<file path="src/rtl/reverse_shifter_pipe.sv">
// reverse_shifter_pipe
//   Two-stage valid/ready pipeline that applies one of eight bit-permutation
//   or shift operations to each accepted word. Stage S1 captures the operand,
//   mode and amount; stage S2 holds the computed result.
//
//   Build option: define REVERSE_SHIFTER_STATS_EN to build a saturating
//   16-bit count of completed output transfers on xfer_count. Without it,
//   xfer_count is tied to zero.
//
// Ports
//   clk         clock, all state on rising edge
//   rst         synchronous active-high reset
//   in_valid    input word present
//   in_ready    block accepts the input word this cycle
//   in_data     operand, WIDTH bits
//   in_mode     000 pass, 001 bit reverse, 010 group reverse, 011 rotl,
//               100 rotr, 101 shl, 110 shr, 111 sra
//   in_amt      shift/rotate amount, clog2(WIDTH) bits
//   out_valid   result present
//   out_ready   downstream accepts the result
//   out_data    result, WIDTH bits
//   xfer_count  completed output transfers (0 unless stats are built)

module reverse_shifter_pipe #(
  parameter int WIDTH = 8,
  parameter int GROUP = 1
) (
  input  logic                       clk,
  input  logic                       rst,
  input  logic                       in_valid,
  output logic                       in_ready,
  input  logic [WIDTH-1:0]           in_data,
  input  logic [2:0]                 in_mode,
  input  logic [$clog2(WIDTH)-1:0]   in_amt,
  output logic                       out_valid,
  input  logic                       out_ready,
  output logic [WIDTH-1:0]           out_data,
  output logic [15:0]                xfer_count
);

  localparam int AW = $clog2(WIDTH);
  localparam int NG = WIDTH / GROUP;

  logic             s1_valid;
  logic [WIDTH-1:0] s1_data;
  logic [2:0]       s1_mode;
  logic [AW-1:0]    s1_amt;
  logic             s2_valid;
  logic [WIDTH-1:0] s2_data;
  logic             s2_load;
  logic             s1_load;

  function automatic logic [WIDTH-1:0] compute(
    input logic [WIDTH-1:0] d,
    input logic [2:0]       mode,
    input logic [AW-1:0]    amt
  );
    logic [WIDTH-1:0]   r;
    logic [2*WIDTH-1:0] dd;
    logic [AW-1:0]      rot_amt;
    logic               big;
    r  = '0;
    dd = {d, d};
    // Amounts at or above WIDTH only exist for non-power-of-two widths and
    // are always below 2*WIDTH, so one conditional subtract is a full modulo.
    big     = (int'(amt) >= WIDTH);
    rot_amt = big ? AW'(int'(amt) - WIDTH) : amt;
    case (mode)
      3'b000: r = d;
      3'b001: begin
        for (int i = 0; i < WIDTH; i++) r[i] = d[WIDTH-1-i];
      end
      3'b010: begin
        for (int k = 0; k < NG; k++) r[k*GROUP +: GROUP] = d[(NG-1-k)*GROUP +: GROUP];
      end
      3'b011: begin
        // Upper half of the doubled word shifted left is the left rotation.
        dd = dd << rot_amt;
        r  = dd[2*WIDTH-1:WIDTH];
      end
      3'b100: begin
        dd = dd >> rot_amt;
        r  = dd[WIDTH-1:0];
      end
      3'b101: r = big ? '0 : (d << amt);
      3'b110: r = big ? '0 : (d >> amt);
      default: r = big ? {WIDTH{d[WIDTH-1]}} : WIDTH'($signed(d) >>> amt);
    endcase
    return r;
  endfunction

  // S2 frees up whenever it is empty or its word leaves this cycle; S1 can
  // then refill in the same cycle, which gives full throughput and lets a
  // full pipeline advance while accepting a new word.
  assign s2_load   = !s2_valid || out_ready;
  assign s1_load   = !s1_valid || s2_load;
  assign in_ready  = s1_load;
  assign out_valid = s2_valid;
  assign out_data  = s2_data;

  always_ff @(posedge clk) begin
    if (rst) begin
      s1_valid <= 1'b0;
      s1_data  <= '0;
      s1_mode  <= '0;
      s1_amt   <= '0;
      s2_valid <= 1'b0;
      s2_data  <= '0;
    end else begin
      if (s1_load) begin
        s1_valid <= in_valid;
        if (in_valid) begin
          s1_data <= in_data;
          s1_mode <= in_mode;
          s1_amt  <= in_amt;
        end
      end
      if (s2_load) begin
        s2_valid <= s1_valid;
        if (s1_valid) s2_data <= compute(s1_data, s1_mode, s1_amt);
      end
    end
  end

`ifdef REVERSE_SHIFTER_STATS_EN
  logic [15:0] xfer_cnt;

  always_ff @(posedge clk) begin
    if (rst) begin
      xfer_cnt <= '0;
    end else if (s2_valid && out_ready && (xfer_cnt != 16'hFFFF)) begin
      xfer_cnt <= xfer_cnt + 16'd1;
    end
  end

  assign xfer_count = xfer_cnt;
`else
  assign xfer_count = '0;
`endif

endmodule
</file>
<file path="config.mk">
export PLATFORM = sky130hd
export DESIGN_NAME = reverse_shifter_pipe
export DESIGN_NICKNAME = d
export VERILOG_FILES = /design/src/rtl/reverse_shifter_pipe.sv
export SDC_FILE = /design/constraint.sdc
export NUM_CORES = 1
export LEC_CHECK = 0
export ABC_AREA = 1
export CAP_MARGIN = 15
export CORE_UTILIZATION = 35
export DETAILED_ROUTE_END_ITERATION = 12
export HOLD_SLACK_MARGIN = 0.15
export SETUP_SLACK_MARGIN = 0.5
export SYNTH_ARGS = -nofsm -noshare
export SYNTH_HDL_FRONTEND = slang
export SYNTH_SLANG_ARGS = --single-unit
export TNS_END_PERCENT = 1
</file>
<file path="constraint.sdc">
create_clock -name clk -period 4 [get_ports clk]
set_input_delay 0.4 -clock clk [delete_from_list [all_inputs] [get_ports clk]]
set_output_delay 0.4 -clock clk [all_outputs]
set_load 0.1 [all_outputs]
</file>
After elaboration in Yosys (flattened, before gate mapping)
Index checks and enable logic that the tools add are counted.

storage, ports and cells
  register bits = 24
  bits in latches = 0
  RAM bits = 0
  ROM bits = 0
  memories = 0

operators by class
  add/subtract/negate cells = 0
  $mul = 0
  div/mod/pow operators = 0
  order comparisons = 0
  eq/ne operators = 6
  shift-type cells = 5
  multiplexer cells = 1
  bitwise operators = 0
  reductions and logical operators = 8

operators with widths
  kind                                            count
  case mux 8 bit (6 select lines)                 1
  left shift 16 x 3 -> 16 bit                     1
  right shift 16 x 3 -> 8 bit                     1
  == test 3 bit (second input constant)           3
  left shift 8 x 3 -> 8 bit                       1
  right shift 8 x 3 -> 8 bit                      1
  >>> shifter 8 x 3 -> 8 bit                      1
  == test 3 x 2 -> 1 bit (second input constant)  2
  AND reduction 2 bit                             2
  == test 3 x 1 -> 1 bit (second input constant)  1
  logical NOT 3 bit                               1
  logical NOT 1 bit                               2
  logical OR 1 bit                                2
  OR reduction 2 bit                              1

Longest topological paths before layout
Gate-level depths: netlist of the first run.

  depth in word-level cells = 4
  mapped depth = 13
  depth with buffers taken out = 12

Worst setup path after synthesis of the first run
Ideal clock, no wire load.

  path type = register to register
  start point = register s2_valid, in the netlist out_valid
  end point = register s1_valid
  library setup time = 0.160 ns
  data arrival time = 2.806 ns
  required time = 3.840 ns
  slack = 1.034 ns
  stages on the path, launching flop included = 6
  buffers on the path = 2
  path through = dfxtp_1 nand3_1 nand2_1 clkbuf_1 buf_2 a21oi_1

between the ends
  word-level cells in the longest chain between the ends = 3

ends and longest elaborated chain
  item                    RTL line  RTL
  from (decl)             48        logic s2_valid;
  from (signal assigned)  119       s2_valid <= s1_valid;
  logical NOT 1 bit       95        assign s2_load = !s2_valid || out_ready;
  logical OR 1 bit        95
  logical OR 1 bit        96        assign s1_load = !s1_valid || s2_load;
  via in_ready            31        output logic in_ready,
  to (signal assigned)    111       s1_valid <= in_valid;
  to (decl)               44        logic s1_valid;

The timed path passes the listed nets, and every way through them passes these cells.
A chain may end at the register's enable or synchronous reset.

Worst setup path in the final report of the first run
  start point = input port out_ready
  end point = output port in_ready

between the ends
  word-level cells in the longest chain between the ends = 2

ends and longest elaborated chain
  item              RTL line  RTL
  from (decl)       36        input logic out_ready,
  logical OR 1 bit  95
  logical OR 1 bit  96
  to (decl)         31

Every way passes these cells.

==> impl_metrics.ini, run 1 <==
[global_routing]
overflow = 0
grt_antenna_before_repair = 0
grt_first_pass_wirelength_microns = 9950
grt_max_degree = 30
grt_use_total_pct = 20.9
grt_pass1_vias = 1991

[setup_path]
worstPathRequired_ns = 3.60
path_cells = clkdlybuf4s50_1 -> inv_1 -> nand3_1 -> clkdlybuf4s50_1
path_delay_family = buffers and inverters
cp.arrival_ns = 2.14
crit_fanout = 3
startpoint_type = primary input
cpMostUsedCell = clkdlybuf4s50_1
r2r-end = out_data[4]$_SDFFE_PP0P_
crit_path_max_incr_delay_ns = 1.14
slowest_stage = clkdlybuf4s50_1
worstSetupPathType = primary input to output port
cp-end-kind = output port
critPathBufInv = 3
r2r-start = s1_amt[2]$_SDFFE_PP0P_
r2r_slack_ns = 1.78
reg2regPathDepth = 8

[clocking]
holdBufCountCts = 0
clk-insertion-delay-late_ns = 0.28
clk_pin_slew_ns = 0.10
cts_made_buffers = 3
cts_buffer_depth = 2
ctsRootBufferMaster = clkbuf_8
cts_tree = done
htreeDepth = 1
clock-sinks = 24
cts_resized = 0
cts_setup_buffers = 0

[placed_design]
place_hpwl_microns = 4710
place_congestion = 0.980
dp_slack_ns = 1.45
dp.cells = 433
io_buffer_count = 27
placed_area_sq_um = 2230

[die]
die_x_microns = 78.3
die-area_sq_um = 6140
initial_core_util_pct = 36.6
fp.coreArea_sq_um = 5570
io_pins = 44
die_y_microns = 78.3
core.rowCount = 27

[yosys]
synth_warnings = 0
seq_area_frac_synth_pct = 23.6
synth_cell_types = 30
ys_ff_latch = 24
synth.avg_cell_area_sq_um = 5.81
synthCells = 351
synthesis.area_sq_um = 2040

[pwr]
p_comb_share_pct = 37.6
power_leakage_nw = 1.07
p_int_mw = 0.465
pwr-share-seq_pct = 35.0
total_power_mw = 0.810
power_switching_mw = 0.345
power_density_nw_per_um2 = 352
clockPowerShare_pct = 27.4
switching_share_pct = 42.6
ir_drop_uv = 141

[timing]
fin_crit_ns = 2.54
slew_viol_final = 0
finalSetupViolCount = 0
fin_ws_ns = 1.46
hold_viol = 0
fmax_ghz = 0.394
timing.final.crit_share_pct = 63.5
holdWs_ns = 0.474
rsz0062_at_grt = false
finClkSkew_ns = 0.0142
max_slew_margin_pct = 35.2
tightest_slew_ns = 0.970
tns_ns = 0

[run]
maxCapViolations = 0

[route]
drt_iter0_markers = 185
avgViaCountPerCell = 5.10
first_pass_iters = 4
drc = 0
vias = 2227
drt_wl_total_microns = 6060
wire_per_inst_microns = 13.9
ant_nets = 0

[cells_and_area]
drive_gt1_share_pct = 6.03
final_core_util_pct = 41.3
nFillCells = 641
n_antenna_cell = 0
syn2layout_area_growth_pct = 12.9
layout.cells.non_filler = 437
finalInstanceArea_sq_um = 2300
fin_nets = 384

[worst_hold_path]
hp-start = out_data[2]$_SDFFE_PP0P_
min_delay_path_depth = 2
hold_end = out_data[2]$_SDFFE_PP0P_
hp-class = flip-flop to flip-flop

[outcome]
status = finished clean
## tightest hold or removal path, cell delays in order, from the launching register on
cell,delay [ns]
dfxtp_1,0.32
nand2_1,0.06
a21oi_1,0.06
## worst max-delay path by stage
stage	from	end	slack, ns	cells after the start
2_1_floorplan	out_valid$_SDFFE_PP0P_	s1_valid$_SDFFE_PP0N_	1.03	5
3_3_place_gp	out_ready	in_ready	1.46	4
3_5_place_dp	out_ready	in_ready	1.45	4
4_1_cts	out_ready	in_ready	1.45	4
5_1_grt	out_ready	in_ready	1.40	4
6_report	out_ready	in_ready	1.46	4
## cell families (layout without fill, tap and decap cells)
| logic type | Yosys count | count (layout) | share of synthesized area, % |
|---|---|---|---|
| AOI/OAI and AO/OA | 65 | 65 | 17.1 |
| and+or+nand+nor | 201 | 201 | 42.9 |
| other | 1 | 16 | 0.184 |
| buffers and inverters | 60 | 59 | 16.3 |
| DFF | 24 | 24 | 23.6 |
## synthesized netlist by cell type
| master | instances | area share [%] |
|---|---|---|
| buf_6 | 4 | 2.2 |
| nand2_1 | 107 | 20 |
| o21ai_1 | 1 | 0.25 |
| buf_4 | 18 | 6.6 |
| nand2_2 | 4 | 1.2 |
| a21boi_1 | 1 | 0.37 |
| nor2_2 | 2 | 0.61 |
| inv_2 | 5 | 0.92 |
| a22oi_1 | 1 | 0.37 |
| inv_4 | 1 | 0.31 |
| o31ai_1 | 1 | 0.37 |
| nor2_4 | 2 | 1.1 |
| clkbuf_1 | 5 | 0.92 |
| a211oi_1 | 1 | 0.37 |
| nand4_1 | 2 | 0.61 |
| nor3_1 | 1 | 0.25 |
| buf_2 | 5 | 1.2 |
| o21ai_0 | 23 | 5.6 |
| nand3b_1 | 1 | 0.37 |
| o211ai_1 | 2 | 0.74 |
| a21oi_1 | 32 | 7.9 |
| dfxtp_1 | 24 | 24 |
| o21ai_2 | 1 | 0.43 |
| nand3_1 | 54 | 13 |
| nor2_1 | 26 | 4.8 |
| inv_1 | 22 | 4.0 |
| a21oi_2 | 1 | 0.43 |
| nand3_2 | 2 | 0.98 |
| o22ai_1 | 1 | 0.31 |
| conb_1 | 1 | 0.18 |
## metal layers
layer,vias up,track usage [%],share of wire (%)
met5,-,0,0
met4,0,7.04,2.4
met3,13,2.21,5.9
met2,85,33.0,44
met1,982,29.5,47
li1,1147,-,-
## placed cells by master, fill, tap and decap left out, types with 3 or more instances in the layout
| cell | count |
|---|---|
| nand2_2 | 4 |
| clkdlybuf4s50_1 | 27 |
| dfxtp_1 | 24 |
| a21oi_1 | 32 |
| o21ai_0 | 23 |
| nor2_1 | 26 |
| inv_1 | 22 |
| nand2_1 | 107 |
| clkbuf_8 | 3 |
| nand3_1 | 54 |
| inv_2 | 5 |
| conb_1 | 16 |
## power groups by stage
stage / clock (mW) / sequential (mW) / combinational (mW)
2_1_floorplan: 0 / 0.311 / 0.230
5_1_grt: 0.238 / 0.286 / 0.331
3_5_place_dp: 0 / 0.288 / 0.303
3_3_place_gp: 0 / 0.289 / 0.302
6_report: 0.222 / 0.283 / 0.305
4_1_cts: 0.222 / 0.283 / 0.303
## sequential cells by signal (all words and copies together), names as in the netlist
signal     count
s1_valid       1
s1_mode        3
s1_data        8
out_valid      1
out_data       8
s1_amt         3
## area by class of cell
class	instances	area (sq um)	share of cell area, %
Multi-Input combinational cell	282	1280	55.7
Clock buffer	3	41.3	1.79
Sequential cell	24	480	20.9
Clock inverter	1	30.0	1.30
Tap cell	72	90.1	3.91
Timing Repair Buffer	27	270	11.7
Inverter	28	108	4.67
No activity file was read; power rests on OpenSTA's default activity.
==> inputs of run 2 (changes only) <==
==> constraint.sdc (replaced) <==
create_clock -name clk -period 2.25 [get_ports clk]
set_input_delay 0.225 -clock clk [delete_from_list [all_inputs] [get_ports clk]]
set_output_delay 0.225 -clock clk [all_outputs]
set_load 0.1 [all_outputs]
==> impl_metrics.ini, run 2 (synthesis gave the netlist of run 1 again) <==
[global_routing]
grt_max_degree = 26
overflow = 0
grt_pass1_vias = 1982
grt_first_pass_wirelength_microns = 9580
grt_use_total_pct = 19.9
grt_antenna_before_repair = 0

[route]
drc = 0
ant_nets = 0
first_pass_iters = 5
drt_wl_total_microns = 5840
vias = 2322
avgViaCountPerCell = 5.23
drt_iter0_markers = 167
wire_per_inst_microns = 13.1

[timing]
hold_viol = 0
finalSetupViolCount = 0
fmax_ghz = 0.631
tns_ns = 0
timing.final.crit_share_pct = 70.4
slew_viol_final = 0
finClkSkew_ns = 0.0133
fin_crit_ns = 1.58
tightest_slew_ns = 0.608
fin_ws_ns = 0.666
rsz0062_at_grt = true
max_slew_margin_pct = 59.3

[clocking]
cts_tree = done
cts_made_buffers = 3
htreeDepth = 1
cts_buffer_depth = 2
clk_pin_slew_ns = 0.10
clk-insertion-delay-late_ns = 0.28
holdBufCountCts = 0
clock-sinks = 24
ctsRootBufferMaster = clkbuf_8

[worst_hold_path]
hp-class = flip-flop to flip-flop

[cells_and_area]
finalInstanceArea_sq_um = 2350
final_common_cell = nand2_1
n_antenna_cell = 0
fin_nets = 391
syn2layout_area_growth_pct = 15.2
final_core_util_pct = 42.2
final_cell_mix = nand2_1, nand3_1, a21oi_1
drive_gt1_share_pct = 11.6

[setup_path]
cp-end-kind = flip-flop
reg2regPathDepth = 7
cp-endpoint = out_data[0]$_SDFFE_PP0P_
r2r-end = out_data[5]$_SDFFE_PP0P_
worstPathRequired_ns = 2.44
r2r_slack_ns = 0.67
cp.arrival_ns = 1.77
crit_fanout = 8
startpoint_type = primary input
worstSetupPathType = primary input to flip-flop
startpoint = out_ready
r2r-start = s1_mode[1]$_SDFFE_PP0P_

[die]
io_pins = 44
die-area_sq_um = 6140
core.rowCount = 27
initial_core_util_pct = 36.6
die_y_microns = 78.3
fp.coreArea_sq_um = 5570
die_x_microns = 78.3

[pwr]
ir_drop_uv = 239
power_leakage_nw = 1.13
power_density_nw_per_um2 = 613
total_power_mw = 1.44

[run]
maxCapViolations = 0

[placed_design]
place_congestion = 0.958
io_buffer_count = 27
place_hpwl_microns = 4630
dp_slack_ns = 0.393
placed_area_sq_um = 2280

[outcome]
status = finished clean
run 2: cell types whose count changed in the layout (fill, tap and decap cells not counted), sizes merged:
cell,before,now
clkdlybuf4s50,27,17
buf,0,17
run 2: final cells by class:
type	instances	area, sq um
Clock inverter	1	30.0
Tap cell	72	90.1
Multi-Input combinational cell	282	1300
Sequential cell	24	487
Fill cell	652	3220
Inverter	28	108
Timing Repair Buffer	34	298
Clock buffer	3	41.3
run 2: critical path, stage by stage:
cell and delay, ns:
clkdlybuf4s50_1 0.45, inv_1 0.07, nand2_1 0.08, nand2_1 0.06
inv_1 0.23, o21ai_0 0.16, a211oi_1 0.25, o211ai_1 0.14
nand2_1 0.08, inv_1 0.03
run 2: through the flow:
step	hold WS, ns	instances
floorplan	0.418	366
global placement	0.453	440
detailed placement	0.457	440
CTS	0.473	444
global route	0.493	444
finish	0.469	444
run 2: what timing repair did:
item | CTS | global route
gates resized for setup | 0 | 2
buffers inserted | 0 | 0
endpoints found under the setup margin | 0 | 6
hold endpoints to repair | 0 | 0
run 2: metal layers:
| layer | vias to the layer above | wire length, microns | GRT usage [%] |
|---|---|---|---|
| li1 | 1162 | - | - |
| met1 | 1041 | 2650 | 28.1 |
| met2 | 107 | 2620 | 31.1 |
| met3 | 12 | 420 | 2.33 |
| met4 | 0 | 142 | 7.04 |
| met5 | - | 0 | 0 |
run 2: how the worst min path moves through the flow:
stage                     depth (start not counted)  slack (ns)                       end                      from
after floorplan                                   2        0.42    s1_amt[0]$_SDFFE_PP0P_                 in_amt[0]
after global placement                            2        0.45  out_data[4]$_SDFFE_PP0P_  out_data[4]$_SDFFE_PP0P_
after detailed placement                          2        0.46  out_data[6]$_SDFFE_PP0P_  out_data[6]$_SDFFE_PP0P_
after CTS                                         2        0.47  out_data[6]$_SDFFE_PP0P_  out_data[6]$_SDFFE_PP0P_
after global routing                              2        0.49  out_data[6]$_SDFFE_PP0P_  out_data[6]$_SDFFE_PP0P_
final                                             2        0.47  out_data[6]$_SDFFE_PP0P_  out_data[6]$_SDFFE_PP0P_
run 2: power by group:
group / total (mW) / leakage, nW / switching [mW] / internal (mW)
Clock: 0.388 / 0.0357 / 0.150 / 0.238
Sequential: 0.487 / 0.200 / 0.0332 / 0.454
Combinational: 0.565 / 0.890 / 0.423 / 0.142
Total: 1.44 / 1.13 / 0.606 / 0.834
==> inputs of run 3 (changes only) <==
==> constraint.sdc (replaced) <==
create_clock -name clk -period 1.4 [get_ports clk]
set_input_delay 0.14 -clock clk [delete_from_list [all_inputs] [get_ports clk]]
set_output_delay 0.14 -clock clk [all_outputs]
set_load 0.1 [all_outputs]
==> impl_metrics.ini, run 3 (synthesis gave the netlist of run 1 again) <==
[outcome]
status = complete, but fails checks
violations = setup timing

[clocking]
cts_buffer_depth = 2
cts_made_buffers = 3
clk-insertion-delay-late_ns = 0.27
cts_tree = done
htreeDepth = 1
clock-sinks = 24
clk_pin_slew_ns = 0.09
ctsRootBufferMaster = clkbuf_8

[route]
first_pass_iters = 5
drc = 0
avgViaCountPerCell = 5.08
wire_per_inst_microns = 13.0
ant_nets = 0
drt_wl_total_microns = 6330
drt_iter0_markers = 150
vias = 2468

[timing]
rsz0062_at_grt = true
fmax_ghz = 0.705
finClkSkew_ns = 0.00472
fin_ws_ns = -0.0177
finalSetupViolCount = 2
fin_crit_ns = 1.42
slew_viol_final = 0
hold_viol = 0
holdWs_ns = 0.176
timing.final.crit_share_pct = 101

[global_routing]
overflow = 0
grt_max_degree = 27
grt_use_total_pct = 22.0
grt_pass1_vias = 2280
grt_first_pass_wirelength_microns = 10700
grt_antenna_before_repair = 0

[die]
fp.coreArea_sq_um = 5570
die-area_sq_um = 6140
die_y_microns = 78.3
initial_core_util_pct = 36.6
die_x_microns = 78.3
io_pins = 44
core.rowCount = 27

[pwr]
p_comb_share_pct = 47.5
power_switching_mw = 1.04
power_leakage_nw = 1.41
ir_drop_uv = 473
clockPowerShare_pct = 19.8
total_power_mw = 2.41
power_density_nw_per_um2 = 814
pwr-share-seq_pct = 32.7
switching_share_pct = 43.1
p_int_mw = 1.37

[placed_design]
place_congestion = 1.03
place_hpwl_microns = 4890
dp.cells = 474
io_buffer_count = 27
placed_area_sq_um = 2680

[cells_and_area]
layout.cells.non_filler = 486
final_cell_mix = nand2_1, nand3_1, buf_4
finalInstanceArea_sq_um = 2960
fin_nets = 433
n_antenna_cell = 0
final_core_util_pct = 53.1
syn2layout_area_growth_pct = 45.0
drive_gt1_share_pct = 29.7
final_common_cell = nand2_1

[setup_path]
cp.arrival_ns = 1.63
crit_fanout = 6
cpMostUsedCell = nand3_2
startpoint_type = flip-flop
cp-end-kind = flip-flop
slowest_stage = dfxtp_4
crit_path_max_incr_delay_ns = 0.39
path_cells = buf_6 -> nor2_4 -> buf_4 -> a21oi_4 -> nand3_2 -> nand3_2 -> nand3_2 -> nand2_2 -> nand2_2 -> a21oi_2
worstSetupPathType = flip-flop to flip-flop
worstPathRequired_ns = 1.61

[run]
maxCapViolations = 0

[worst_hold_path]
hp-class = primary input to flip-flop
[run 3: what timing repair did]
action	4_1_cts	5_1_grt
hold endpoints to repair	0	0
gates cloned	1	0
hold buffers	0	0
setup endpoints to repair	33	34
setup buffers	4	3
pin swaps	5	15
resized for setup	32	22
[run 3: worst paths after layout]
path,to,depth (start not counted),slack [ns],start
worst max-delay path,out_data[1]$_SDFFE_PP0P_,10,-0.02,s1_amt[0]$_SDFFE_PP0P_
worst min-delay path,out_valid$_SDFFE_PP0P_,4,0.18,out_ready
worst max register to register,out_data[1]$_SDFFE_PP0P_,10,-0.02,s1_amt[0]$_SDFFE_PP0P_
worst min register to register,out_data[4]$_SDFFE_PP0P_,2,0.50,out_data[4]$_SDFFE_PP0P_
[run 3: worst max-delay path: cells and delay by family, from the launching register on]
family	cells	cell delay (ns)
simple gates	6	0.43
flops	1	0.39
buf+inv	2	0.27
compound gates	2	0.25
[run 3: power by group through the flow]
stage / clock (mW) / sequential (mW) / combinational (mW)
after floorplan: 0 / 0.888 / 0.666
after global placement: 0 / 0.794 / 1.05
after detailed placement: 0 / 0.795 / 1.05
after CTS: 0.497 / 0.785 / 1.10
after global routing: 0.533 / 0.795 / 1.23
final: 0.478 / 0.787 / 1.14
[run 3: stage by stage]
step | setup WS [ns] | setup TNS, ns
finish | -0.0177 | -0.0328
global route | -0.116 | -0.679
CTS | 0.0447 | 0
detailed placement | -0.140 | -0.595
global placement | -0.0823 | -0.417
floorplan | -0.131 | -1.58
[run 3: metal layers]
layer  GRT usage, %  wire, microns
met5              0              0
met4           7.41            161
met3           3.26            396
met2           36.7           2930
met1           28.8           2850
[run 3: cell type report]
class	count	area (sq um)
timing repair buffer	76	782
fill	591	2620
tap	72	90.1
multi-input combinational	282	1420
inverter	28	110
sequential	24	499
clock buffer	4	55.1
